==> src/rtl/fp_add_system_if.sv <==
// Board-facing signal bundle for fp_add_system.
//   en         : step button (asynchronous to the system clock)
//   leds       : upper byte of the latest sum
//   an0, a0-g0 : digit 0 enable and segments (active-low), low nibble of leds
//   an1, a1-g1 : digit 1 enable and segments (active-low), high nibble of leds
// slave is the design side, master is the board/stimulus side.
interface fp_add_system_if;
  logic       en;
  logic [7:0] leds;
  logic       an0, a0, b0, c0, d0, e0, f0, g0;
  logic       an1, a1, b1, c1, d1, e1, f1, g1;

  modport slave (
    input  en,
    output leds,
    output an0, a0, b0, c0, d0, e0, f0, g0,
    output an1, a1, b1, c1, d1, e1, f1, g1
  );

  modport master (
    output en,
    input  leds,
    input  an0, a0, b0, c0, d0, e0, f0, g0,
    input  an1, a1, b1, c1, d1, e1, f1, g1
  );
endinterface

==> src/rtl/fp_add_system.sv <==
// Memory-driven single-precision FP adder demo top level.
// Each rising edge of the synchronised en button adds the next operand pair from a fixed
// table with a multi-cycle IEEE-754 binary32 adder (round-to-nearest-even, denormals
// treated as zero, underflow flushed to +0) and shows result[31:24] on the LEDs and two
// hexadecimal 7-segment digits.
// Ports:
//   clk : system clock, rising edge
//   rst : asynchronous active-high reset
//   io  : board signals (en in; leds, an0/an1 and segment outputs)
module fp_add_system #(
  parameter int unsigned NUM = 10
) (
  input logic             clk,
  input logic             rst,
  fp_add_system_if.slave  io
);

  localparam int unsigned PtrW = (NUM > 1) ? $clog2(NUM) : 1;

  typedef enum logic [2:0] {
    StIdle, StFetch, StUnpack, StAlign, StAdd, StNorm, StRound
  } state_e;

  // Operand table: {A, B}.
  function automatic logic [63:0] table_entry(input logic [PtrW-1:0] idx);
    logic [63:0] v;
    case (int'(idx))
      0:       v = {32'h3F800000, 32'h3F800000};
      1:       v = {32'h3F800000, 32'h40000000};
      2:       v = {32'h40A00000, 32'hC0A00000};
      3:       v = {32'h7F7FFFFF, 32'h7F7FFFFF};
      4:       v = {32'h3F800000, 32'h33800000};
      5:       v = {32'h7F800000, 32'hFF800000};
      6:       v = {32'h3FC00000, 32'h3FC00000};
      7:       v = {32'hC1200000, 32'h40A00000};
      8:       v = {32'h00400000, 32'h3F800000};
      9:       v = {32'h42280000, 32'h3F000000};
      default: v = '0;
    endcase
    return v;
  endfunction

  // Active-low glyphs, bit order a..g.
  function automatic logic [6:0] hex7(input logic [3:0] n);
    logic [6:0] s;
    unique case (n)
      4'h0: s = 7'b0000001;
      4'h1: s = 7'b1001111;
      4'h2: s = 7'b0010010;
      4'h3: s = 7'b0000110;
      4'h4: s = 7'b1001100;
      4'h5: s = 7'b0100100;
      4'h6: s = 7'b0100000;
      4'h7: s = 7'b0001111;
      4'h8: s = 7'b0000000;
      4'h9: s = 7'b0000100;
      4'hA: s = 7'b0001000;
      4'hB: s = 7'b1100000;
      4'hC: s = 7'b0110001;
      4'hD: s = 7'b1000010;
      4'hE: s = 7'b0110000;
      4'hF: s = 7'b0111000;
      default: s = 7'b1111111;
    endcase
    return s;
  endfunction

  state_e state_q, state_d;

  logic            sync1_q, sync2_q, prev_q;
  logic            rise;
  logic [PtrW-1:0] ptr_q;

  logic [31:0] op_a_q, op_b_q;
  logic        sa_q, sb_q;
  logic [7:0]  ea_q, eb_q;
  logic [23:0] ma_q, mb_q;
  logic        special_q;
  logic [31:0] special_res_q;
  logic        sign_q, sub_q;
  logic [7:0]  exp_q;
  logic [26:0] mbig_q, msmall_q;
  logic [27:0] sum_q;
  logic [26:0] norm_m_q;
  logic signed [10:0] norm_e_q;
  logic        zero_q;
  logic [31:0] result_q;
  logic        done_q;

  // Two-flop synchroniser plus previous-value flop for edge detection.
  assign rise = sync2_q & ~prev_q;

  always_ff @(posedge clk or posedge rst) begin
    if (rst) begin
      sync1_q <= 1'b0;
      sync2_q <= 1'b0;
      prev_q  <= 1'b0;
      state_q <= StIdle;
    end else begin
      sync1_q <= io.en;
      sync2_q <= sync1_q;
      prev_q  <= sync2_q;
      state_q <= state_d;
    end
  end

  always_comb begin
    state_d = state_q;
    unique case (state_q)
      StIdle:   if (rise) state_d = StFetch;
      StFetch:  state_d = StUnpack;
      StUnpack: state_d = StAlign;
      StAlign:  state_d = StAdd;
      StAdd:    state_d = StNorm;
      StNorm:   state_d = StRound;
      StRound:  state_d = StIdle;
      default:  state_d = StIdle;
    endcase
  end

  // Unpack: denormals become signed zero; infinities and NaNs resolve here.
  logic        unp_sa, unp_sb;
  logic [7:0]  unp_ea, unp_eb;
  logic [23:0] unp_ma, unp_mb;
  logic        unp_special;
  logic [31:0] unp_special_res;
  logic        a_nan, b_nan, a_inf, b_inf;

  always_comb begin
    unp_sa = op_a_q[31];
    unp_sb = op_b_q[31];
    unp_ea = op_a_q[30:23];
    unp_eb = op_b_q[30:23];
    unp_ma = (unp_ea == 8'd0) ? 24'd0 : {1'b1, op_a_q[22:0]};
    unp_mb = (unp_eb == 8'd0) ? 24'd0 : {1'b1, op_b_q[22:0]};
    a_nan  = (unp_ea == 8'hFF) && (op_a_q[22:0] != 23'd0);
    b_nan  = (unp_eb == 8'hFF) && (op_b_q[22:0] != 23'd0);
    a_inf  = (unp_ea == 8'hFF) && (op_a_q[22:0] == 23'd0);
    b_inf  = (unp_eb == 8'hFF) && (op_b_q[22:0] == 23'd0);
    unp_special = a_nan | b_nan | a_inf | b_inf;
    if (a_nan || b_nan || (a_inf && b_inf && (unp_sa != unp_sb))) begin
      unp_special_res = 32'h7FC00000;
    end else if (a_inf) begin
      unp_special_res = {unp_sa, 8'hFF, 23'd0};
    end else begin
      unp_special_res = {unp_sb, 8'hFF, 23'd0};
    end
  end

  // Align: larger magnitude becomes the big operand; the other is shifted right with
  // guard/round/sticky kept in the three low bits.
  logic        a_ge_b;
  logic [7:0]  big_e, small_e, diff;
  logic [23:0] big_m, small_m;
  logic [26:0] ext_small, shifted, mask, aligned_small;
  logic        sticky;

  always_comb begin
    a_ge_b  = {ea_q, ma_q} >= {eb_q, mb_q};
    big_e   = a_ge_b ? ea_q : eb_q;
    small_e = a_ge_b ? eb_q : ea_q;
    big_m   = a_ge_b ? ma_q : mb_q;
    small_m = a_ge_b ? mb_q : ma_q;
    diff    = big_e - small_e;
    ext_small = {small_m, 3'b000};
    mask    = '0;
    if (diff >= 8'd27) begin
      shifted = '0;
      sticky  = |small_m;
    end else begin
      shifted = ext_small >> diff;
      mask    = (27'd1 << diff) - 27'd1;
      sticky  = |(ext_small & mask);
    end
    aligned_small = {shifted[26:1], shifted[0] | sticky};
  end

  // Normalise: bring the leading one to bit 26.
  logic [4:0]         lz;
  logic [26:0]        nrm_m;
  logic signed [10:0] nrm_e;

  always_comb begin
    lz = 5'd27;
    for (int i = 0; i < 27; i++) begin
      if (sum_q[i]) lz = 5'(26 - i);
    end
    if (sum_q[27]) begin
      nrm_m = {sum_q[27:2], sum_q[1] | sum_q[0]};
      nrm_e = $signed({3'b000, exp_q}) + 11'sd1;
    end else begin
      nrm_m = sum_q[26:0] << lz;
      nrm_e = $signed({3'b000, exp_q}) - $signed({6'b000000, lz});
    end
  end

  // Round to nearest even, then range checks.
  logic               round_up;
  logic [24:0]        rnd_m25;
  logic [23:0]        rnd_m;
  logic signed [10:0] rnd_e;
  logic [31:0]        rnd_res;

  always_comb begin
    round_up = norm_m_q[2] & (norm_m_q[1] | norm_m_q[0] | norm_m_q[3]);
    rnd_m25  = {1'b0, norm_m_q[26:3]} + {24'd0, round_up};
    rnd_e    = norm_e_q;
    rnd_m    = rnd_m25[23:0];
    if (rnd_m25[24]) begin
      rnd_m = rnd_m25[24:1];
      rnd_e = norm_e_q + 11'sd1;
    end
    if (special_q) begin
      rnd_res = special_res_q;
    end else if (zero_q) begin
      rnd_res = 32'd0;
    end else if (rnd_e >= 11'sd255) begin
      rnd_res = {sign_q, 8'hFF, 23'd0};
    end else if (rnd_e <= 11'sd0) begin
      rnd_res = 32'd0;
    end else begin
      rnd_res = {sign_q, rnd_e[7:0], rnd_m[22:0]};
    end
  end

  always_ff @(posedge clk or posedge rst) begin
    if (rst) begin
      ptr_q         <= '0;
      op_a_q        <= '0;
      op_b_q        <= '0;
      sa_q          <= 1'b0;
      sb_q          <= 1'b0;
      ea_q          <= '0;
      eb_q          <= '0;
      ma_q          <= '0;
      mb_q          <= '0;
      special_q     <= 1'b0;
      special_res_q <= '0;
      sign_q        <= 1'b0;
      sub_q         <= 1'b0;
      exp_q         <= '0;
      mbig_q        <= '0;
      msmall_q      <= '0;
      sum_q         <= '0;
      norm_m_q      <= '0;
      norm_e_q      <= '0;
      zero_q        <= 1'b0;
      result_q      <= '0;
      done_q        <= 1'b0;
    end else begin
      unique case (state_q)
        StFetch: begin
          {op_a_q, op_b_q} <= table_entry(ptr_q);
          ptr_q <= (ptr_q == PtrW'(NUM - 1)) ? '0 : ptr_q + 1'b1;
        end
        StUnpack: begin
          sa_q          <= unp_sa;
          sb_q          <= unp_sb;
          ea_q          <= unp_ea;
          eb_q          <= unp_eb;
          ma_q          <= unp_ma;
          mb_q          <= unp_mb;
          special_q     <= unp_special;
          special_res_q <= unp_special_res;
        end
        StAlign: begin
          sign_q   <= a_ge_b ? sa_q : sb_q;
          sub_q    <= sa_q ^ sb_q;
          exp_q    <= big_e;
          mbig_q   <= {big_m, 3'b000};
          msmall_q <= aligned_small;
        end
        StAdd: begin
          // Big magnitude is never below small, so the difference cannot go negative.
          sum_q <= sub_q ? ({1'b0, mbig_q} - {1'b0, msmall_q})
                         : ({1'b0, mbig_q} + {1'b0, msmall_q});
        end
        StNorm: begin
          zero_q   <= (sum_q == 28'd0);
          norm_m_q <= nrm_m;
          norm_e_q <= nrm_e;
        end
        StRound: begin
          result_q <= rnd_res;
          done_q   <= 1'b1;
        end
        default: ;
      endcase
    end
  end

  // Digits stay blank until the first result has been written.
  logic [6:0] seg0, seg1;
  always_comb begin
    seg0 = done_q ? hex7(result_q[27:24]) : 7'b1111111;
    seg1 = done_q ? hex7(result_q[31:28]) : 7'b1111111;
  end

  assign io.leds = result_q[31:24];
  assign io.an0  = ~done_q;
  assign io.an1  = ~done_q;
  assign {io.a0, io.b0, io.c0, io.d0, io.e0, io.f0, io.g0} = seg0;
  assign {io.a1, io.b1, io.c1, io.d1, io.e1, io.f1, io.g1} = seg1;

endmodule

==> src/flat_wrapper.sv <==
// flat-port wrapper written by rule: the top's interface ports become plain ports
module fp_add_system_flat 
#(
  parameter int unsigned NUM = 10
)
  (clk, rst, io_en, io_leds, io_an0, io_a0, io_b0, io_c0, io_d0, io_e0, io_f0, io_g0, io_an1, io_a1, io_b1, io_c1, io_d1, io_e1, io_f1, io_g1);
  fp_add_system_if io_i ();
  input logic clk;
  input logic rst;
  input wire logic [$bits(io_i.en)-1:0] io_en;
  output wire logic [$bits(io_i.leds)-1:0] io_leds;
  output wire logic [$bits(io_i.an0)-1:0] io_an0;
  output wire logic [$bits(io_i.a0)-1:0] io_a0;
  output wire logic [$bits(io_i.b0)-1:0] io_b0;
  output wire logic [$bits(io_i.c0)-1:0] io_c0;
  output wire logic [$bits(io_i.d0)-1:0] io_d0;
  output wire logic [$bits(io_i.e0)-1:0] io_e0;
  output wire logic [$bits(io_i.f0)-1:0] io_f0;
  output wire logic [$bits(io_i.g0)-1:0] io_g0;
  output wire logic [$bits(io_i.an1)-1:0] io_an1;
  output wire logic [$bits(io_i.a1)-1:0] io_a1;
  output wire logic [$bits(io_i.b1)-1:0] io_b1;
  output wire logic [$bits(io_i.c1)-1:0] io_c1;
  output wire logic [$bits(io_i.d1)-1:0] io_d1;
  output wire logic [$bits(io_i.e1)-1:0] io_e1;
  output wire logic [$bits(io_i.f1)-1:0] io_f1;
  output wire logic [$bits(io_i.g1)-1:0] io_g1;
  assign io_i.en = io_en;
  assign io_leds = io_i.leds;
  assign io_an0 = io_i.an0;
  assign io_a0 = io_i.a0;
  assign io_b0 = io_i.b0;
  assign io_c0 = io_i.c0;
  assign io_d0 = io_i.d0;
  assign io_e0 = io_i.e0;
  assign io_f0 = io_i.f0;
  assign io_g0 = io_i.g0;
  assign io_an1 = io_i.an1;
  assign io_a1 = io_i.a1;
  assign io_b1 = io_i.b1;
  assign io_c1 = io_i.c1;
  assign io_d1 = io_i.d1;
  assign io_e1 = io_i.e1;
  assign io_f1 = io_i.f1;
  assign io_g1 = io_i.g1;
  fp_add_system #(.NUM(NUM)) u_core (.clk(clk), .rst(rst), .io(io_i));
endmodule
==> config.mk <==
export PLATFORM = sky130hd
export DESIGN_NAME = fp_add_system_flat
export DESIGN_NICKNAME = d
export VERILOG_FILES = /design/src/rtl/fp_add_system_if.sv /design/src/rtl/fp_add_system.sv /design/src/flat_wrapper.sv
export SDC_FILE = /design/constraint.sdc
export NUM_CORES = 1
export LEC_CHECK = 0
export CORE_AREA = 2 2 208 148
export DETAILED_ROUTE_END_ITERATION = 10
export DIE_AREA = 0 0 210 150
export DONT_BUFFER_PORTS = 1
export SKIP_LAST_GASP = 1
export SLEW_MARGIN = 20
export SYNTH_ARGS = -nofsm -noshare
export SYNTH_HDL_FRONTEND = slang
export SYNTH_SLANG_ARGS = --single-unit
==> constraint.sdc <==
create_clock -name clk -period 6.1 [get_ports clk]
set_clock_uncertainty 0.05 [all_clocks]
set_input_delay 1.22 -clock clk [delete_from_list [all_inputs] [get_ports clk]]
set_output_delay 1.22 -clock clk [all_outputs]
set_load 0.03 [all_outputs]
==> results of run 1 <==
==> worst paths after layout <==
check                               start                  to  slack [ps]  depth (start not counted)
setup / recovery           u_core.eb_q[6]  u_core.msmall_q[1]        1340                         15
hold / removal             u_core.sync1_q      u_core.sync2_q         310                          0
setup reg to reg           u_core.eb_q[6]  u_core.msmall_q[1]        1340                         15
hold reg to reg            u_core.sync1_q      u_core.sync2_q         310                          0
max in group asynchronous             rst        u_core.sub_q        4150                          2
min in group asynchronous             rst      u_core.sync2_q         750                          1
==> cell type report <==
type	count	area [um2]
Fill cell	2905	15720
Multi-Input combinational cell	1270	8324
Sequential cell	163	4079
Tap cell	385	481.7
Clock buffer	20	446.7
Inverter	93	356.6
Timing Repair Buffer	19	142.6
Clock inverter	11	92.59
==> flip-flops by register name (all words and copies together) (netlist names), 5 cells and up <==
register and cells:
u_core.ea_q 5, u_core.exp_q 6, u_core.ma_q 5, u_core.mbig_q 5, u_core.msmall_q 27, u_core.norm_e_q 10, u_core.norm_m_q 25, u_core.op_a_q 10
u_core.op_b_q 7, u_core.result_q 8, u_core.sum_q 28
==> cell usage in the layout (no fill, tap or decap), types with 9 or more instances in the layout <==
cell / n
a221oi_1: 10
mux2_2: 16
buf_4: 19
o21ai_0: 150
a211oi_1: 9
inv_1: 87
nand2_1: 199
nor2_1: 134
o211ai_1: 27
clkbuf_16: 17
nand3_1: 39
xor2_1: 15
nor2b_1: 21
o31ai_1: 16
a22o_1: 13
o22ai_1: 17
nor3_1: 39
a22oi_1: 9
a21o_1: 22
nand2b_1: 18
a21oi_1: 114
dfrtp_1: 163
and3_1: 12
and2_1: 15
nand4_1: 12
nor4_1: 14
a31oi_1: 21
mux2i_1: 61
ha_1: 88
o21a_1: 10
xnor2_1: 28
==> routing by layer <==
metal,up-vias,wire length [um]
met5,-,0
met4,0,418
met1,5627,19460
met3,39,2538
li1,5732,-
met2,352,14640
==> metrics by stage <==
stage	cell area (um2)	util	std cells	hold WS [ps]	setup slack (ps)
finish	13920	0.4697	1961	307.4	1342
CTS	13910	0.4694	1961	308.7	1413
global placement	13370	0.4512	1930	289.1	1574
global route	13920	0.4697	1961	312.0	1066
floorplan	13140	-	1629	281.2	425.0
detailed placement	13370	0.4512	1930	293.4	1432
==> cell families after synthesis <==
| kind of cell | Yosys count | share of synthesized area |
|---|---|---|
| compound gates | 511 | 0.2541 |
| mux | 79 | 0.06362 |
| buf+inv | 196 | 0.05924 |
| fa+ha+maj | 90 | 0.08687 |
| simple gates | 545 | 0.1951 |
| xor+xnor | 45 | 0.03057 |
| flops | 163 | 0.3105 |
==> flow_summary.yaml, run 1 <==
run_status:
  outcome: "finished, final reports clean"
layout:
  n_antenna_cell: 0
  finalNetCount: 1657
  syn_to_final_growth_pct: 5.991
  final_layout_size_suffix_gt1_frac: 0.07043
floorplan:
  die_w_um: 210
  rows: 53
  die_h_um: 150
  start_util: 0.4432
  core_area_um2: 29640
  pin_count: 27
  die-area_um2: 31500
sta:
  tightest_slew_ps: 1032
  max_freq_mhz: 210.2
  finalCritPeriodShare: 0.7799
  slew_headroom: 0.3011
  slew_violations: 0
  setup_tns_ps: 0
  rsz0062_at_grt: "false"
  finalSetupViolCount: 0
  hold_violations: 0
  finalCriticalPeriod_ps: 4758
clock_network:
  clock_latency_ps: 450
  tritoncts: "done"
  clk_pin_slew_ps: 70
  cts_buffers: 17
  ctsLongestPathBuffers: 2
  ctsResizeCount: 0
  cts_setup_buffers: 0
  cts.sinks: 163
  cts_root_buf: "clkbuf_16"
  postCtsHoldBufs: 0
  h-tree-depth: 4
yosys:
  ys_dominant_reg_cell: "dfrtp_1"
  yosysTopAreaCell: "dfrtp_1"
  ys_seq_elements: 163
  yosys_warnings: 0
  synth_cell_types: 92
  ys_top_cells_by_area: "dfrtp_1 31%, ha_1 8.4%, o21ai_0 5.7%, nand2_1 5.7%, mux2i_1 4.6%"
  synthesis.area_um2: 13140
  synth_fp_nets: 1722
  synth_edf_count: 0
  syn_area_per_cell_um2: 8.064
  synth_top_area_frac: 0.3105
  synth.yosys.seq_area_share: 0.3105
  syn_inst: 1629
  yosysMostFrequentCell: "nand2_1"
  synth_commonest_cells: "199 x nand2_1, 163 x dfrtp_1, 150 x o21ai_0"
  synth-async-reset-ratio: 1.000
min_path:
  hold_class: "reg -> reg"
worst_setup_path:
  crit_arrival_ps: 5050
  path_buf_inv: 2
  slowest_delay_ps: 620
  crit_family: "simple AND/OR/NAND/NOR gates"
  cp.required_ps: 6390
  crit_slowest_cell: "ha_1"
  start_kind: "flop"
  path_max_fanout: 11
  critical_path.cell_chain: "inv_1 > ha_1 > nand4_2 > a31oi_2 > a21oi_4 > a211o_1 > and2_1 > ha_1 > clkinv_1 > nor2_1 > nor2_1 > nor3_4 > nor4_1 > and2_1 > a32o_1"
  path_class: "reg -> reg"
  cp-end-kind: "flop"
placement:
  routabilityCongestion: 0.9324
  portBuffers: 0
  hpwl_um: 27730
drt:
  drtIter0Drc: 1402
  vias: 11750
  antenna_left: 0
  vias_per_cell: 5.992
  route.detailed.wl_per_inst_um: 18.90
  firstDrtPassIters: 6
  drc_errors: 0
  routed_wirelength_um: 37060
grt:
  grt_pass1_wl_um: 60590
  grt_overflow: 0
  grt_max_degree: 120
  gr-usage-met2: 0.3256
  track_usage: 0.2431
  grtUsageMet1: 0.3899
  globalRouteMet3Util: 0.05184
  antenna_found_initial: 0
  grt_pass1_vias: 10820
  busiest_layer: "met1"
flow_run:
  drv_cap: 0
Power of run 1 is left out: the tool's default activity adds up to more than one toggle a clock period on the data nets, which glitch-free logic cannot reach.
==> inputs of run 2 (changes only) <==
==> constraint.sdc (replaced) <==
create_clock -name clk -period 4.1 [get_ports clk]
set_clock_uncertainty 0.05 [all_clocks]
set_input_delay 0.82 -clock clk [delete_from_list [all_inputs] [get_ports clk]]
set_output_delay 0.82 -clock clk [all_outputs]
set_load 0.03 [all_outputs]
==> run 2 against run 1 <==
  * Clock-buffer cell count shrank 1
  * Sequential share of layout area shrank 0.72 points
  * Critical endpoint unchanged
  * Highest routed layer unchanged
  * Global-route usage grew 0.36 points
  * Largest cell class unchanged
  * Worst setup slack lost 1100 ps
  * Wire length grew 2.1%
==> flow_summary.yaml, run 2 (synthesized netlist as in run 1, its figures left out) <==
drt:
  vias_per_cell: 5.944
  drc_errors: 0
  route.detailed.wl_per_inst_um: 18.90
  firstDrtPassIters: 5
  vias: 11890
  drtIter0Drc: 1128
  routed_wirelength_um: 37830
  antenna_left: 0
layout:
  largest_reg_flops: 28
  syn_to_final_growth_pct: 8.658
  regMostFlops: "u_core.sum_q"
  final_layout_size_suffix_gt1_frac: 0.09468
  final_common_cell: "nand2_1"
  n_antenna_cell: 0
  largestRegisters: "u_core.sum_q (28), u_core.msmall_q (27), u_core.norm_m_q (25)"
  final_cell_mix: "199 x nand2_1, 163 x dfrtp_1, 150 x o21ai_0"
  finalNetCount: 1696
floorplan:
  rows: 53
  die_h_um: 150
  die-area_um2: 31500
  start_util: 0.4432
  core_area_um2: 29640
  die_w_um: 210
  pin_count: 27
sta:
  finalSetupViolCount: 0
  setup_ws_ps: 193.8
  hold_violations: 0
  setup_tns_ps: 0
  slew_violations: 0
  rsz0062_at_grt: "false"
  tightest_slew_ps: 923.1
  max_freq_mhz: 256.0
  finalCriticalPeriod_ps: 3906
  slew_headroom: 0.3781
  finalCritPeriodShare: 0.9527
placement:
  portBuffers: 0
  routabilityCongestion: 0.9516
  dp_worst_setup_slack_ps: 237.0
  hpwl_um: 28740
grt:
  grt_max_degree: 76
  grt_overflow: 0
  grtUsageMet1: 0.3868
  busiest_layer: "met1"
  antenna_found_initial: 0
  globalRouteMet3Util: 0.04743
  grt_pass1_wl_um: 61370
  gr-usage-met2: 0.3414
  grt_pass1_vias: 10900
  track_usage: 0.2467
worst_setup_path:
  crit_family: "compound AO/OA/AOI/OAI gates"
  cp_num_cells: 16
  reg2reg_depth: 16
  cp.required_ps: 4390
  cpMostUsedCell: "ha_1"
  path_buf_inv: 3
  slowest_delay_ps: 460
  crit_arrival_ps: 4200
  crit_slowest_cell: "dfrtp_1"
  start_kind: "flop"
  path_class: "reg -> reg"
  path_max_fanout: 9
  cp-end-kind: "flop"
  critical_path.cell_chain: "inv_1 > ha_1 > buf_4 > nand3_1 > a31oi_2 > a21oi_4 > a211o_1 > and2_1 > ha_1 > clkinv_1 > mux2i_1 > mux2_2 > a211oi_1 > nor3_1 > nand2b_1 > a32o_1"
min_path:
  hold_class: "in -> async"
clock_network:
  cts.sinks: 163
  clk_pin_slew_ps: 70
  clock_latency_ps: 450
  h-tree-depth: 4
  tritoncts: "done"
  ctsLongestPathBuffers: 2
  cts_buffers: 17
  cts_root_buf: "clkbuf_16"
run_status:
  outcome: "finished, final reports clean"
flow_run:
  drv_cap: 0
## run 2: final timing paths
kind                       slack, ps           start                   to
max                              190  u_core.eb_q[4]   u_core.msmall_q[1]
min                              160             rst      u_core.exp_q[7]
max reg2reg                      190  u_core.eb_q[4]   u_core.msmall_q[1]
min reg2reg                      320  u_core.sync1_q       u_core.sync2_q
max in group asynchronous       3150             rst  u_core.msmall_q[13]
min in group clk                 320  u_core.sync1_q       u_core.sync2_q
## run 2: layout make-up
type / instances / area (um2)
Clock inverter: 13 / 115.1
Timing Repair Buffer: 58 / 473.0
Multi-Input combinational cell: 1270 / 8339
Sequential cell: 163 / 4079
Fill cell: 2885 / 15370
Inverter: 93 / 352.8
Clock buffer: 19 / 432.9
Tap cell: 385 / 481.7
## run 2: per-stage QoR
stage	util	hold WS [ps]	instance area (um2)	instances
2_1_floorplan	-	281.2	13140	1629
3_3_place_gp	0.4614	285.5	13680	1967
3_5_place_dp	0.4614	308.8	13680	1967
4_1_cts	0.4798	325.2	14220	1999
5_1_grt	0.4815	149.4	14270	2001
6_report	0.4815	156.6	14270	2001
## run 2: worst register-to-register path, delay by kind of cell (launching register included)
family	cells	cell delay [ps]
simple gates	4	530
compound gates	5	1130
flops	1	460
mux	2	490
fa+ha+maj	2	630
buf+inv	3	520
## run 2: layer usage
metal  up-vias  share of wire
met2       355           0.40
met5         -              0
met3        35          0.063
met1      5696           0.52
li1       5807              -
met4         0          0.013
## run 2: repair_timing
action,in CTS,in global routing
gates resized for setup,0,4
buffers inserted,0,1
hold buffers,0,0
setup endpoints to repair,0,7
Power of run 2 is left out for the same reason.
==> inputs of run 3 (changes only) <==
--- a/config.mk
+++ b/config.mk
@@ -9,6 +9,7 @@
 export DETAILED_ROUTE_END_ITERATION = 10
 export DIE_AREA = 0 0 210 150
 export DONT_BUFFER_PORTS = 1
+export HOLD_SLACK_MARGIN = 0.03
 export SKIP_LAST_GASP = 1
 export SLEW_MARGIN = 20
 export SYNTH_ARGS = -nofsm -noshare
==> results of run 3 <==
Same layout as run 2: the final DEF is identical, and so are final timing and power.
Power of run 3 is left out for the same reason.
